--- config.mk ---
export PLATFORM = sky130hd
export DESIGN_NAME = axi4_byte_writer_flat
export DESIGN_NICKNAME = d
export VERILOG_FILES = /design/src/rtl/axi4_byte_writer_if.sv /design/src/rtl/axi4_byte_writer.sv /design/src/flat_wrapper.sv
export SDC_FILE = /design/constraint.sdc
export NUM_CORES = 1
export LEC_CHECK = 0
export CORE_UTILIZATION = 45
export CTS_CLUSTER_SIZE = 24
export DETAILED_ROUTE_END_ITERATION = 16
export PLACE_DENSITY_LB_ADDON = 0.1
export SYNTH_ARGS = -nofsm -noshare
export SYNTH_HDL_FRONTEND = slang
export SYNTH_SLANG_ARGS = --single-unit
export TNS_END_PERCENT = 50
--- constraint.sdc ---
create_clock -name clk -period 15.34 [get_ports clk]
set_input_delay 2.301 -clock clk [delete_from_list [all_inputs] [get_ports clk]]
set_output_delay 2.301 -clock clk [all_outputs]
set_load 0.01 [all_outputs]
--- src/rtl/axi4_byte_writer_if.sv ---
// AXI4 write-channel bundle (AW, W, B) between the byte writer and the DDR3 slave port.
interface axi4_byte_writer_if;
    logic [31:0] awaddr;
    logic [7:0]  awlen;
    logic [1:0]  awburst;
    logic        awvalid;
    logic        awready;
    logic [31:0] wdata;
    logic [3:0]  wstrb;
    logic        wlast;
    logic        wvalid;
    logic        wready;
    logic [1:0]  bresp;
    logic        bvalid;
    logic        bready;

    modport master (
        output awaddr, awlen, awburst, awvalid,
        input  awready,
        output wdata, wstrb, wlast, wvalid,
        input  wready,
        input  bresp, bvalid,
        output bready
    );

    modport slave (
        input  awaddr, awlen, awburst, awvalid,
        output awready,
        input  wdata, wstrb, wlast, wvalid,
        output wready,
        output bresp, bvalid,
        input  bready
    );
endinterface

--- src/rtl/axi4_byte_writer.sv ---
// Packs a byte stream into 32-bit little-endian words and writes them to memory as
// AXI4 INCR bursts that never cross a BURST_MAX-word aligned boundary.
module axi4_byte_writer #(
    parameter int BURST_MAX = 16
) (
    input  logic        clk,
    input  logic        rst,
    input  logic        cmd_valid,
    output logic        cmd_ready,
    input  logic [31:0] cmd_addr,
    input  logic [31:0] cmd_size,
    input  logic [7:0]  byte_data,
    input  logic        byte_valid,
    output logic        byte_ready,
    output logic        done,
    output logic        err,
    axi4_byte_writer_if.master axi4
);
    localparam int PTR_W = (BURST_MAX > 1) ? $clog2(BURST_MAX) : 1;
    localparam int CNT_W = $clog2(BURST_MAX + 1);

    typedef enum logic [2:0] {IDLE, FILL, ADDR, DATA, RESP, DONE} state_t;
    state_t state, state_nxt;

    logic [1:0]       lane;
    logic [31:0]      bytes_left;
    logic [29:0]      waddr;
    logic [31:0]      words_left;
    logic [31:0]      pack_data;
    logic [3:0]       pack_strb;
    logic [35:0]      fifo_mem [BURST_MAX];
    logic [PTR_W-1:0] wr_ptr;
    logic [PTR_W-1:0] rd_ptr;
    logic [CNT_W-1:0] fifo_count;
    logic [7:0]       beat_cnt;

    logic [31:0] room;
    logic [31:0] blen;
    logic [33:0] words_sum;
    logic        packer_on;
    logic        byte_hs;
    logic        push;
    logic        pop;
    logic        last_beat;
    logic [31:0] merged_data;
    logic [3:0]  merged_strb;
    logic [35:0] head;

    // Burst length is capped by the distance to the next aligned BURST_MAX-word boundary.
    always_comb begin
        room = 32'(BURST_MAX) - {2'b00, waddr & 30'(BURST_MAX - 1)};
        blen = (words_left < room) ? words_left : room;
    end

    assign words_sum   = {32'd0, cmd_addr[1:0]} + {2'b00, cmd_size} + 34'd3;
    assign packer_on   = (state == FILL) || (state == ADDR) || (state == DATA) || (state == RESP);
    assign byte_ready  = packer_on && (bytes_left != 32'd0) && (fifo_count < CNT_W'(BURST_MAX));
    assign byte_hs     = byte_valid && byte_ready;
    assign push        = byte_hs && ((lane == 2'd3) || (bytes_left == 32'd1));
    assign pop         = (state == DATA) && (fifo_count != '0) && axi4.wready;
    assign last_beat   = ({24'd0, beat_cnt} == (blen - 32'd1));
    assign merged_data = pack_data | ({24'd0, byte_data} << {lane, 3'b000});
    assign merged_strb = pack_strb | (4'b0001 << lane);
    assign head        = fifo_mem[rd_ptr];

    assign axi4.awaddr  = {waddr, 2'b00};
    assign axi4.awlen   = 8'(blen - 32'd1);
    assign axi4.awburst = 2'b01;
    assign axi4.wdata   = head[31:0];
    assign axi4.wstrb   = head[35:32];
    assign axi4.wlast   = last_beat;

    always_ff @(posedge clk or posedge rst) begin
        if (rst) begin
            state <= IDLE;
        end else begin
            state <= state_nxt;
        end
    end

    always_comb begin
        state_nxt    = state;
        cmd_ready    = 1'b0;
        done         = 1'b0;
        axi4.awvalid = 1'b0;
        axi4.wvalid  = 1'b0;
        axi4.bready  = 1'b0;
        unique case (state)
            IDLE: begin
                cmd_ready = 1'b1;
                if (cmd_valid) begin
                    state_nxt = (cmd_size == 32'd0) ? DONE : FILL;
                end
            end
            FILL: begin
                if ({{(32-CNT_W){1'b0}}, fifo_count} >= blen) begin
                    state_nxt = ADDR;
                end
            end
            ADDR: begin
                axi4.awvalid = 1'b1;
                if (axi4.awready) begin
                    state_nxt = DATA;
                end
            end
            DATA: begin
                axi4.wvalid = (fifo_count != '0);
                if (pop && last_beat) begin
                    state_nxt = RESP;
                end
            end
            RESP: begin
                axi4.bready = 1'b1;
                if (axi4.bvalid) begin
                    state_nxt = (words_left == blen) ? DONE : FILL;
                end
            end
            DONE: begin
                done      = 1'b1;
                state_nxt = IDLE;
            end
            default: state_nxt = IDLE;
        endcase
    end

    // Word memory has no reset; only the pointers and count define its contents.
    always_ff @(posedge clk) begin
        if (push) begin
            fifo_mem[wr_ptr] <= {merged_strb, merged_data};
        end
    end

    always_ff @(posedge clk or posedge rst) begin
        if (rst) begin
            lane       <= 2'd0;
            bytes_left <= 32'd0;
            waddr      <= 30'd0;
            words_left <= 32'd0;
            pack_data  <= 32'd0;
            pack_strb  <= 4'd0;
            wr_ptr     <= '0;
            rd_ptr     <= '0;
            fifo_count <= '0;
            beat_cnt   <= 8'd0;
            err        <= 1'b0;
        end else begin
            if ((state == IDLE) && cmd_valid) begin
                lane       <= cmd_addr[1:0];
                bytes_left <= cmd_size;
                waddr      <= cmd_addr[31:2];
                words_left <= words_sum[33:2];
                pack_data  <= 32'd0;
                pack_strb  <= 4'd0;
                err        <= 1'b0;
            end
            if (byte_hs) begin
                lane       <= lane + 2'd1;
                bytes_left <= bytes_left - 32'd1;
                pack_data  <= push ? 32'd0 : merged_data;
                pack_strb  <= push ? 4'd0 : merged_strb;
            end
            if (push) begin
                wr_ptr <= (wr_ptr == PTR_W'(BURST_MAX - 1)) ? '0 : wr_ptr + 1'b1;
            end
            if (pop) begin
                rd_ptr   <= (rd_ptr == PTR_W'(BURST_MAX - 1)) ? '0 : rd_ptr + 1'b1;
                beat_cnt <= last_beat ? 8'd0 : beat_cnt + 8'd1;
            end
            fifo_count <= fifo_count + CNT_W'(push) - CNT_W'(pop);
            if ((state == RESP) && axi4.bvalid) begin
                err        <= err | (axi4.bresp != 2'b00);
                waddr      <= waddr + blen[29:0];
                words_left <= words_left - blen;
            end
        end
    end
endmodule
--- src/flat_wrapper.sv ---
// flat-port wrapper written by rule: the top's interface ports become plain ports
module axi4_byte_writer_flat 
#(
    parameter int BURST_MAX = 16
)
  (clk, rst, cmd_valid, cmd_ready, cmd_addr, cmd_size, byte_data, byte_valid, byte_ready, done, err, axi4_awaddr, axi4_awlen, axi4_awburst, axi4_awvalid, axi4_awready, axi4_wdata, axi4_wstrb, axi4_wlast, axi4_wvalid, axi4_wready, axi4_bresp, axi4_bvalid, axi4_bready);
  axi4_byte_writer_if axi4_i ();
  input  logic clk;
  input  logic rst;
  input  logic cmd_valid;
  output logic cmd_ready;
  input  logic [31:0] cmd_addr;
  input  logic [31:0] cmd_size;
  input  logic [7:0] byte_data;
  input  logic byte_valid;
  output logic byte_ready;
  output logic done;
  output logic err;
  output wire logic [$bits(axi4_i.awaddr)-1:0] axi4_awaddr;
  output wire logic [$bits(axi4_i.awlen)-1:0] axi4_awlen;
  output wire logic [$bits(axi4_i.awburst)-1:0] axi4_awburst;
  output wire logic [$bits(axi4_i.awvalid)-1:0] axi4_awvalid;
  input wire logic [$bits(axi4_i.awready)-1:0] axi4_awready;
  output wire logic [$bits(axi4_i.wdata)-1:0] axi4_wdata;
  output wire logic [$bits(axi4_i.wstrb)-1:0] axi4_wstrb;
  output wire logic [$bits(axi4_i.wlast)-1:0] axi4_wlast;
  output wire logic [$bits(axi4_i.wvalid)-1:0] axi4_wvalid;
  input wire logic [$bits(axi4_i.wready)-1:0] axi4_wready;
  input wire logic [$bits(axi4_i.bresp)-1:0] axi4_bresp;
  input wire logic [$bits(axi4_i.bvalid)-1:0] axi4_bvalid;
  output wire logic [$bits(axi4_i.bready)-1:0] axi4_bready;
  assign axi4_awaddr = axi4_i.awaddr;
  assign axi4_awlen = axi4_i.awlen;
  assign axi4_awburst = axi4_i.awburst;
  assign axi4_awvalid = axi4_i.awvalid;
  assign axi4_i.awready = axi4_awready;
  assign axi4_wdata = axi4_i.wdata;
  assign axi4_wstrb = axi4_i.wstrb;
  assign axi4_wlast = axi4_i.wlast;
  assign axi4_wvalid = axi4_i.wvalid;
  assign axi4_i.wready = axi4_wready;
  assign axi4_i.bresp = axi4_bresp;
  assign axi4_i.bvalid = axi4_bvalid;
  assign axi4_bready = axi4_i.bready;
  axi4_byte_writer #(.BURST_MAX(BURST_MAX)) u_core (.clk(clk), .rst(rst), .cmd_valid(cmd_valid), .cmd_ready(cmd_ready), .cmd_addr(cmd_addr), .cmd_size(cmd_size), .byte_data(byte_data), .byte_valid(byte_valid), .byte_ready(byte_ready), .done(done), .err(err), .axi4(axi4_i));
endmodule
==> flow_metrics.env, run 1 <==
export IMPL_yosys_warnings=0
export IMPL_synth_distinct_cells=83
export IMPL_post_cts_buffers=0
export IMPL_synth_compound_area_share_pct=11.4
export IMPL_routed_wl_microns=87500
export IMPL_muxShareOfSynthArea_pct=9.80
export IMPL_synth_edf_count=576
export IMPL_drive_above_1_share_pct=11.4
export IMPL_die_y_microns=276
export IMPL_start_kind="register"
export IMPL_synth_area_leaders="edfxtp_1 51%, dfrtp_1 12%, mux4_2 4.8%"
export IMPL_htreeDepth=3
export IMPL_first_pass_iters=5
export IMPL_period_minus_slack_ns=8.86
export IMPL_worstSetupPathType="reg -> out"
export IMPL_synthToLayoutAreaGrowth_pct=16.0
export IMPL_ys_seq_area_share_pct=62.6
export IMPL_cts_root_buffer="clkbuf_16"
export IMPL_clk_pin_slew_ns=0.06
export IMPL_synth_top_area_cell="edfxtp_1"
export IMPL_hold_class="reg -> reg"
export IMPL_gr_total_overflow=0
export IMPL_synth_simple_gate_area_share_pct=8.73
export IMPL_critPathRequiredTime_ns=13.04
export IMPL_outcome="finished, final reports clean"
export IMPL_grt_max_degree=88
export IMPL_synthFlopType="edfxtp_1"
export IMPL_port_buffers=162
export IMPL_die_area_sq_um=76400
export IMPL_slew_headroom_pct=18.4
export IMPL_cts_tree="yes"
export IMPL_ioPinCount=167
export IMPL_power_density_nw_per_um2=187
export IMPL_grt_pass1_vias=22100
export IMPL_synthAdderAreaFrac_pct=2.64
export IMPL_vias_per_cell=5.87
export IMPL_gp_congestion=0.853
export IMPL_gr_usage_all_layers_pct=23.0
export IMPL_worst_pin_slew_ns=1.22
export IMPL_grt_pass1_wl_microns=135000
export IMPL_worstPathArrival_ns=6.56
export IMPL_die_w_microns=276
export IMPL_synth_xor_area_share_pct=2.22
export IMPL_core_rowCount=100
export IMPL_synth_async_sr_flop_share_pct=21.4
export IMPL_critPathCaptureType="primary output"
export IMPL_hold_viol=0
export IMPL_critPathMaxFanout=13
export IMPL_synth_top_family_by_area="compound AO/OA/AOI/OAI gates"
export IMPL_yosys_area_top_type_share_pct=51.0
export IMPL_netlist_area_sq_um=33900
export IMPL_total_power_uw=7360
export IMPL_vdd_ir_drop_worst_mv=0.108
export IMPL_antenna_found_initial=0
export IMPL_wl_per_cell_microns=23.2
export IMPL_finalSetupViolations=0
export IMPL_synthCells=2567
export IMPL_ant_nets=0
export IMPL_clockBufferDepth=3
export IMPL_setup_tns_ns=0
export IMPL_diodes=0
export IMPL_min_period_over_period_pct=57.8
export IMPL_initial_core_util_pct=45.5
export IMPL_dp_hpwl_microns=53000
export IMPL_leakage_uw=0.0142
export IMPL_avgSynthCellArea_sq_um=13.2
export IMPL_drt_initial_drc_count=2004
export IMPL_clock_latency_ns=0.63
export IMPL_core_area_sq_um=74400
export IMPL_nNetsFinal=2889
export IMPL_dr_total_vias=22200
export IMPL_fill_cells=6256
export IMPL_hold_buffers=0
export IMPL_grt_setup_unrepaired="no"
export IMPL_slew_violations=0
export IMPL_ys_seq_elements=733
export IMPL_cts_resized_gates=0
export IMPL_numCtsBuffers=79
export IMPL_drcViolationCount=0
export IMPL_drv_cap=0
export IMPL_clock_sinks=733
export IMPL_clock_fmax_mhz=113
export IMPL_skew_ns=0.0286
==> Yosys cell counts (all sizes together), types with 27 or more instances <==
cell and n:
edfxtp 576, nand2 201, a21oi 178, nor2 162, dfrtp 157, o21ai 143, mux2i 129, clkbuf 97
inv 86, mux4 72, ha 65, nor3 55, a22oi 53, xnor2 52, a221oi 40, nand3 39
buf 37, mux2 36, xor2 34, nor4 27, or3 27
==> final cells by class <==
type | instances | area, sq um | area share (%)
Timing Repair Buffer | 199 | 1900 | 4.83
Inverter | 87 | 332 | 0.843
Clock buffer | 112 | 2220 | 5.66
Clock inverter | 34 | 382 | 0.971
Tap cell | 969 | 1210 | 3.08
Multi-Input combinational cell | 1639 | 12000 | 30.6
Sequential cell | 733 | 21200 | 54.0
==> placed cells by master, fill, tap and decap left out, drive strengths merged, types with 52 or more instances in the layout <==
master,n
o21ai,143
a21oi,178
edfxtp,576
mux4,72
nor2,162
clkdlybuf4s50,162
nor3,55
ha,65
mux2i,129
dfrtp,157
a22oi,53
clkbuf,112
xnor2,52
inv,89
nand2,201
==> critical path: stages, from the launching register on <==
cell and delay [ns]:
dfrtp_1 0.57, inv_1 0.11, ha_1 0.25, xnor2_1 0.42, inv_1 0.24, ha_1 0.33
o21ai_0 0.07, o21ai_0 0.21, a21oi_1 0.17, nand2_2 0.29, mux2_2 0.42, inv_1 0.17
ha_1 0.41, xnor2_1 0.16, o21ai_0 0.08, a2111oi_0 0.37, nand3_1 0.11, o2bb2a_1 0.26
o221ai_1 0.17, a2111oi_4 0.48, clkdlybuf4s50_1 0.65
==> worst paths after layout <==
path	from	end	slack, ns	depth (start not counted)
max reg2reg	u_core.waddr[0]	u_core.waddr[29]	9.08	21
min reg2reg	u_core.err	u_core.err	0.47	2
max in group asynchronous	rst	u_core.beat_cnt[5]	11.57	3
min in group asynchronous	rst	u_core.bytes_left[30]	2.21	2
max	u_core.waddr[0]	axi4_wlast	6.48	20
min	u_core.err	u_core.err	0.47	2
==> stage by stage <==
step	worst slack [ns]	cell area (sq um)	hold slack (ns)	util [%]	std cells
2_1_floorplan	8.24	34000	0.446	-	2593
3_3_place_gp	7.10	36700	0.453	49.3	3627
3_5_place_dp	7.14	36700	0.461	49.3	3627
4_1_cts	6.46	39300	0.472	52.8	3773
5_1_grt	5.92	39300	0.511	52.8	3773
6_report	6.48	39300	0.468	52.8	3773
==> per-layer routing <==
layer	share of wire (%)	track usage [%]	up-vias
li1	-	-	10200
met1	45	32.1	11200
met2	48	37.4	641
met3	5.5	3.35	132
met4	2.2	6.66	0
met5	0	0	-
==> state kept, by name, indices dropped and copies added, names as in the netlist <==
register / count
u_core.state: 3
u_core.rd_ptr: 4
u_core.wr_ptr: 4
u_core.words_left: 32
u_core.fifo_count: 5
u_core.waddr: 30
u_core.beat_cnt: 8
u_core.pack_strb: 4
u_core.err: 1
u_core.fifo_mem: 576
u_core.pack_data: 32
u_core.lane: 2
u_core.bytes_left: 32
==> cell families after synthesis <==
family | Yosys count
flip-flops | 733
AND/OR/NAND/NOR | 620
AO/OA/AOI/OAI | 599
multiplexers | 237
buffers and inverters | 221
XOR/XNOR | 86
adder cells (fa/ha/maj) | 69
other | 2
==> report_power, final <==
part / total, uW / internal [uW] / switching [uW]
sequential: 2750 / 2510 / 239
combinational: 2700 / 1150 / 1550
clock: 1910 / 1120 / 787
Power figures use the tool's default switching activity.
==> inputs of run 2 (changes only) <==
==> constraint.sdc (replaced) <==
create_clock -name clk -period 9.2 [get_ports clk]
set_input_delay 1.38 -clock clk [delete_from_list [all_inputs] [get_ports clk]]
set_output_delay 1.38 -clock clk [all_outputs]
set_load 0.01 [all_outputs]
==> flow_metrics.env, run 2 (synthesized netlist as in run 1, its figures left out) <==
export IMPL_synthToLayoutAreaGrowth_pct=16.0
export IMPL_slew_headroom_pct=19.4
export IMPL_total_power_uw=12300
export IMPL_first_pass_iters=5
export IMPL_hold_viol=0
export IMPL_die_area_sq_um=76400
export IMPL_routed_wl_microns=88200
export IMPL_clk_pin_slew_ns=0.06
export IMPL_port_buffers=162
export IMPL_numCtsBuffers=80
export IMPL_worstSetupPathType="reg -> out"
export IMPL_setup_tns_ns=0
export IMPL_cts_tree="yes"
export IMPL_largest_register="u_core.fifo_mem"
export IMPL_grt_pass1_wl_microns=134000
export IMPL_gr_total_overflow=0
export IMPL_min_period_over_period_pct=86.0
export IMPL_drv_cap=0
export IMPL_worstHoldEndpoint="u_core.pack_strb[3]"
export IMPL_final_common_cell="edfxtp_1"
export IMPL_hold_path_cell_count=1
export IMPL_finalSetupViolations=0
export IMPL_multi_input_area_sq_um=12000
export IMPL_clock_fmax_mhz=126
export IMPL_layout_cells_non_filler=3774
export IMPL_clockBufferDepth=3
export IMPL_ioPinCount=167
export IMPL_worst_pin_slew_ns=1.21
export IMPL_dp_hpwl_microns=52600
export IMPL_start_kind="register"
export IMPL_dr_total_vias=22200
export IMPL_vdd_ir_drop_worst_mv=0.281
export IMPL_ff2ff_path_depth=21
export IMPL_gp_congestion=0.848
export IMPL_hold_class="reg -> reg"
export IMPL_drcViolationCount=0
export IMPL_critPathMaxFanout=13
export IMPL_cts_root_buffer="clkbuf_16"
export IMPL_skew_ns=0.0266
export IMPL_design_area_sq_um=39300
export IMPL_leakage_uw=0.0142
export IMPL_hp_start="u_core.pack_strb[3]"
export IMPL_die_y_microns=276
export IMPL_nNetsFinal=2887
export IMPL_core_area_sq_um=74400
export IMPL_clock_latency_ns=0.63
export IMPL_core_rowCount=100
export IMPL_whs_ns=0.476
export IMPL_drive_above_1_share_pct=11.3
export IMPL_dp_cells=3624
export IMPL_antenna_found_initial=0
export IMPL_outcome="finished, final reports clean"
export IMPL_clock_sinks=733
export IMPL_fill_cells=6134
export IMPL_cts_resized_gates=0
export IMPL_hold_buffers=0
export IMPL_vias_per_cell=5.87
export IMPL_grt_pass1_vias=22200
export IMPL_die_w_microns=276
export IMPL_reg2reg_setup_slack_ns=2.86
export IMPL_timing_rr_start="u_core.waddr[0]"
export IMPL_grt_setup_unrepaired="no"
export IMPL_period_minus_slack_ns=7.91
export IMPL_drt_initial_drc_count=1960
export IMPL_placement_cell_area_sq_um=36700
export IMPL_post_cts_buffers=0
export IMPL_ff_latch_area_sq_um=21200
export IMPL_initial_core_util_pct=45.5
export IMPL_grt_max_degree=134
export IMPL_ant_nets=0
export IMPL_gr_usage_all_layers_pct=22.9
export IMPL_final_cell_mix="576 x edfxtp_1, 197 x nand2_1, 177 x a21oi_1"
export IMPL_htreeDepth=3
export IMPL_power_density_nw_per_um2=312
export IMPL_largest_register_ff_count=576
export IMPL_critPathRequiredTime_ns=7.82
export IMPL_critPathCaptureType="primary output"
export IMPL_worstPathArrival_ns=6.53
export IMPL_slew_violations=0
export IMPL_r2r_end="u_core.waddr[29]"
export IMPL_wl_per_cell_microns=23.4
-- run 2: changes by cell type in the layout (fill, tap and decap cells not counted), moves of 2 or more --
cell and change:
clkinv_2 -2, clkbuf_8 +6, clkinv_1 +2, buf_4 -4, bufinv_16 -2
-- run 2: layout make-up --
cell class	count	share of cell area, %
repair buffers	196	4.81
flip-flops and latches	733	54.0
multi-input cells	1639	30.6
diodes	1	0.00637
inverters	87	0.844
clock inverters	32	0.809
well taps	969	3.08
clock buffers	117	5.81
-- run 2: worst max-delay path, stage by stage (launching register included) --
cell and delay, ns:
dfrtp_1 0.56, inv_1 0.10, ha_1 0.25, xnor2_1 0.41, inv_1 0.24, ha_1 0.34, o21ai_0 0.06, o21ai_0 0.21
a21oi_1 0.17, nand2_2 0.29, mux2_2 0.42, inv_1 0.16, ha_1 0.41, xnor2_1 0.16, o21ai_0 0.08, a2111oi_0 0.37
nand3_1 0.11, o2bb2a_1 0.26, o221ai_1 0.17, a2111oi_4 0.48, clkdlybuf4s50_1 0.65
-- run 2: power breakdown --
group          leakage, uW  switching [uW]  internal, uW
Combinational      0.00569            2540          1920
Clock              0.00127            1320          1840
Sequential         0.00723             460          4190
-- run 2: how the worst max path moves through the flow --
stage                    startpoint          to  slack [ns]  depth (start not counted)
detailed placement  u_core.waddr[0]  axi4_wlast        1.96                         20
global placement    u_core.waddr[0]  axi4_wlast        1.89                         20
CTS                 u_core.waddr[0]  axi4_wlast        1.26                         20
finish              u_core.waddr[0]  axi4_wlast        1.29                         20
global route        u_core.waddr[0]  axi4_wlast        0.92                         20
floorplan           u_core.waddr[0]  axi4_wlast        3.02                         22
-- run 2: metrics by stage --
stage	worst slack (ns)	util, %
after floorplan	3.02	-
after global placement	1.89	49.3
after detailed placement	1.96	49.3
after CTS	1.26	52.8
after global routing	0.921	52.8
final	1.29	52.8
-- run 2: routing by layer --
metal | global-route usage (%) | routed length, microns
met5 | 0 | 0
met4 | 6.47 | 1920
met3 | 2.97 | 4790
met2 | 37.4 | 42300
met1 | 32.3 | 39200
==> inputs of run 3 (changes only) <==
--- a/config.mk
+++ b/config.mk
@@ -8,6 +8,8 @@
 export CORE_UTILIZATION = 45
 export CTS_CLUSTER_SIZE = 24
 export DETAILED_ROUTE_END_ITERATION = 16
+export DONT_BUFFER_PORTS = 1
+export HOLD_SLACK_MARGIN = 0.05
 export PLACE_DENSITY_LB_ADDON = 0.1
 export SYNTH_ARGS = -nofsm -noshare
 export SYNTH_HDL_FRONTEND = slang
==> flow_metrics.env, run 3 (synthesized netlist as in run 1, its figures left out) <==
export IMPL_p_sw_share_pct=36.2
export IMPL_dp_hpwl_microns=52500
export IMPL_numCtsBuffers=80
export IMPL_pwr_share_seq_pct=40.1
export IMPL_clock_fmax_mhz=132
export IMPL_start_kind="register"
export IMPL_power_density_nw_per_um2=310
export IMPL_clockBufferDepth=3
export IMPL_htreeDepth=3
export IMPL_port_buffers=0
export IMPL_worstSetupPathType="reg -> out"
export IMPL_first_pass_iters=5
export IMPL_diodes=0
export IMPL_critPathCaptureType="primary output"
export IMPL_worst_pin_slew_ns=1.21
export IMPL_grt_max_degree=82
export IMPL_hp_start="u_core.bytes_left[10]"
export IMPL_critPathTopFamily="compound AO/OA/AOI/OAI gates"
export IMPL_final_cell_mix="576 x edfxtp_1, 198 x nand2_1, 177 x a21oi_1"
export IMPL_period_minus_slack_ns=7.59
export IMPL_grt_setup_unrepaired="no"
export IMPL_clkPwrFrac_pct=26.5
export IMPL_nNetsFinal=2729
export IMPL_drv_cap=0
export IMPL_wl_per_cell_microns=24.3
export IMPL_final_common_cell="edfxtp_1"
export IMPL_min_period_over_period_pct=82.5
export IMPL_grt_pass1_wl_microns=134000
export IMPL_drive_above_1_share_pct=11.8
export IMPL_worstPathArrival_ns=6.21
export IMPL_finalSetupViolations=0
export IMPL_grt_busiest_layer="met2"
export IMPL_die_w_microns=276
export IMPL_core_area_sq_um=74400
export IMPL_critPathMaxFanout=13
export IMPL_total_power_uw=11700
export IMPL_clock_latency_ns=0.64
export IMPL_hold_viol=0
export IMPL_ioPinCount=167
export IMPL_core_rowCount=100
export IMPL_drcViolationCount=0
export IMPL_post_cts_buffers=0
export IMPL_largest_register_ff_count=576
export IMPL_slew_violations=0
export IMPL_drt_initial_drc_count=1608
export IMPL_gr_usage_all_layers_pct=23.0
export IMPL_die_y_microns=276
export IMPL_clk_pin_slew_ns=0.06
export IMPL_cts_root_buffer="clkbuf_16"
export IMPL_dr_total_vias=21600
export IMPL_gp_congestion=0.881
export IMPL_crit_chain="inv_1, ha_1, xnor2_1, inv_1, ha_1, o21ai_0, o21ai_0, a21oi_1, nand2_2, mux2_2, inv_1, ha_1, xnor2_1, o21ai_0, a2111oi_0, nand3_1, o2bb2a_1, o221ai_1, a2111oi_4"
export IMPL_slowest_stage="a2111oi_4"
export IMPL_largest_register="u_core.fifo_mem"
export IMPL_die_area_sq_um=76400
export IMPL_skew_ns=0.0373
export IMPL_clock_sinks=733
export IMPL_initial_core_util_pct=45.5
export IMPL_hold_class="reg -> reg"
export IMPL_crit_start="u_core.waddr[0]"
export IMPL_leakage_uw=0.0135
export IMPL_outcome="finished, final reports clean"
export IMPL_routed_wl_microns=87900
export IMPL_switching_power_uw=4230
export IMPL_crit_path_max_incr_delay_ns=0.68
export IMPL_dp_cells=3466
export IMPL_cts_tree="yes"
export IMPL_combPwrFrac_pct=33.4
export IMPL_hold_buffers=0
export IMPL_p_int_uw=7460
export IMPL_grt_pass1_vias=21600
export IMPL_timing_rr_start="u_core.waddr[0]"
export IMPL_vdd_ir_drop_worst_mv=0.182
export IMPL_antenna_found_initial=0
export IMPL_use_met2_pct=38.3
export IMPL_layout_cells_non_filler=3612
export IMPL_postLayoutCoreUtil_pct=50.5
export IMPL_slew_headroom_pct=19.4
export IMPL_ant_nets=0
export IMPL_cts_resized_gates=0
export IMPL_vias_per_cell=5.99
export IMPL_synthToLayoutAreaGrowth_pct=11.1
export IMPL_gr_total_overflow=0
export IMPL_whs_ns=0.481
export IMPL_fill_cells=6326
export IMPL_critPathRequiredTime_ns=7.82
export IMPL_setup_tns_ns=0
export IMPL_met1_usage_pct=31.3
export IMPL_path_buf_inv=3
export IMPL_grtUsageMet3_pct=3.76
-- run 3: layout make-up --
class | count | area [sq um] | area share, %
clock inverters | 36 | 323 | 0.858
inverters | 87 | 332 | 0.881
well taps | 969 | 1210 | 3.22
clock buffers | 110 | 2200 | 5.86
repair buffers | 38 | 298 | 0.791
flip-flops and latches | 733 | 21200 | 56.4
multi-input cells | 1639 | 12000 | 32.0
-- run 3: path summary, 6_finish.rpt --
check,end,slack (ns),cells after the start
max,axi4_wlast,1.61,19
min,u_core.bytes_left[10],0.48,1
max reg2reg,u_core.waddr[29],2.89,21
min reg2reg,u_core.bytes_left[10],0.48,1
max in group asynchronous,u_core.beat_cnt[1],6.83,2
min in group asynchronous,u_core.bytes_left[31],0.74,1
-- run 3: metal layers --
layer	routed length, microns	share of wire (%)	vias to the layer above
met5	0	0	-
met4	1630	1.9	0
met3	5030	5.7	140
met2	42800	49	627
met1	38500	44	11000
li1	-	-	9892
-- run 3: power by group through the flow --
stage | combinational, uW | clock (uW) | sequential [uW]
CTS | 3930 | 3170 | 4680
global route | 4340 | 3300 | 4730
detailed placement | 3910 | 0 | 4740
finish | 3910 | 3100 | 4680
global placement | 3830 | 0 | 4730
floorplan | 3040 | 0 | 4490
-- run 3: through the flow --
stage,area (sq um),setup WS [ns]
6_report,37600,1.61
3_5_place_dp,35100,2.31
3_3_place_gp,35100,2.36
2_1_floorplan,34000,3.02
4_1_cts,37600,1.62
5_1_grt,37600,1.13
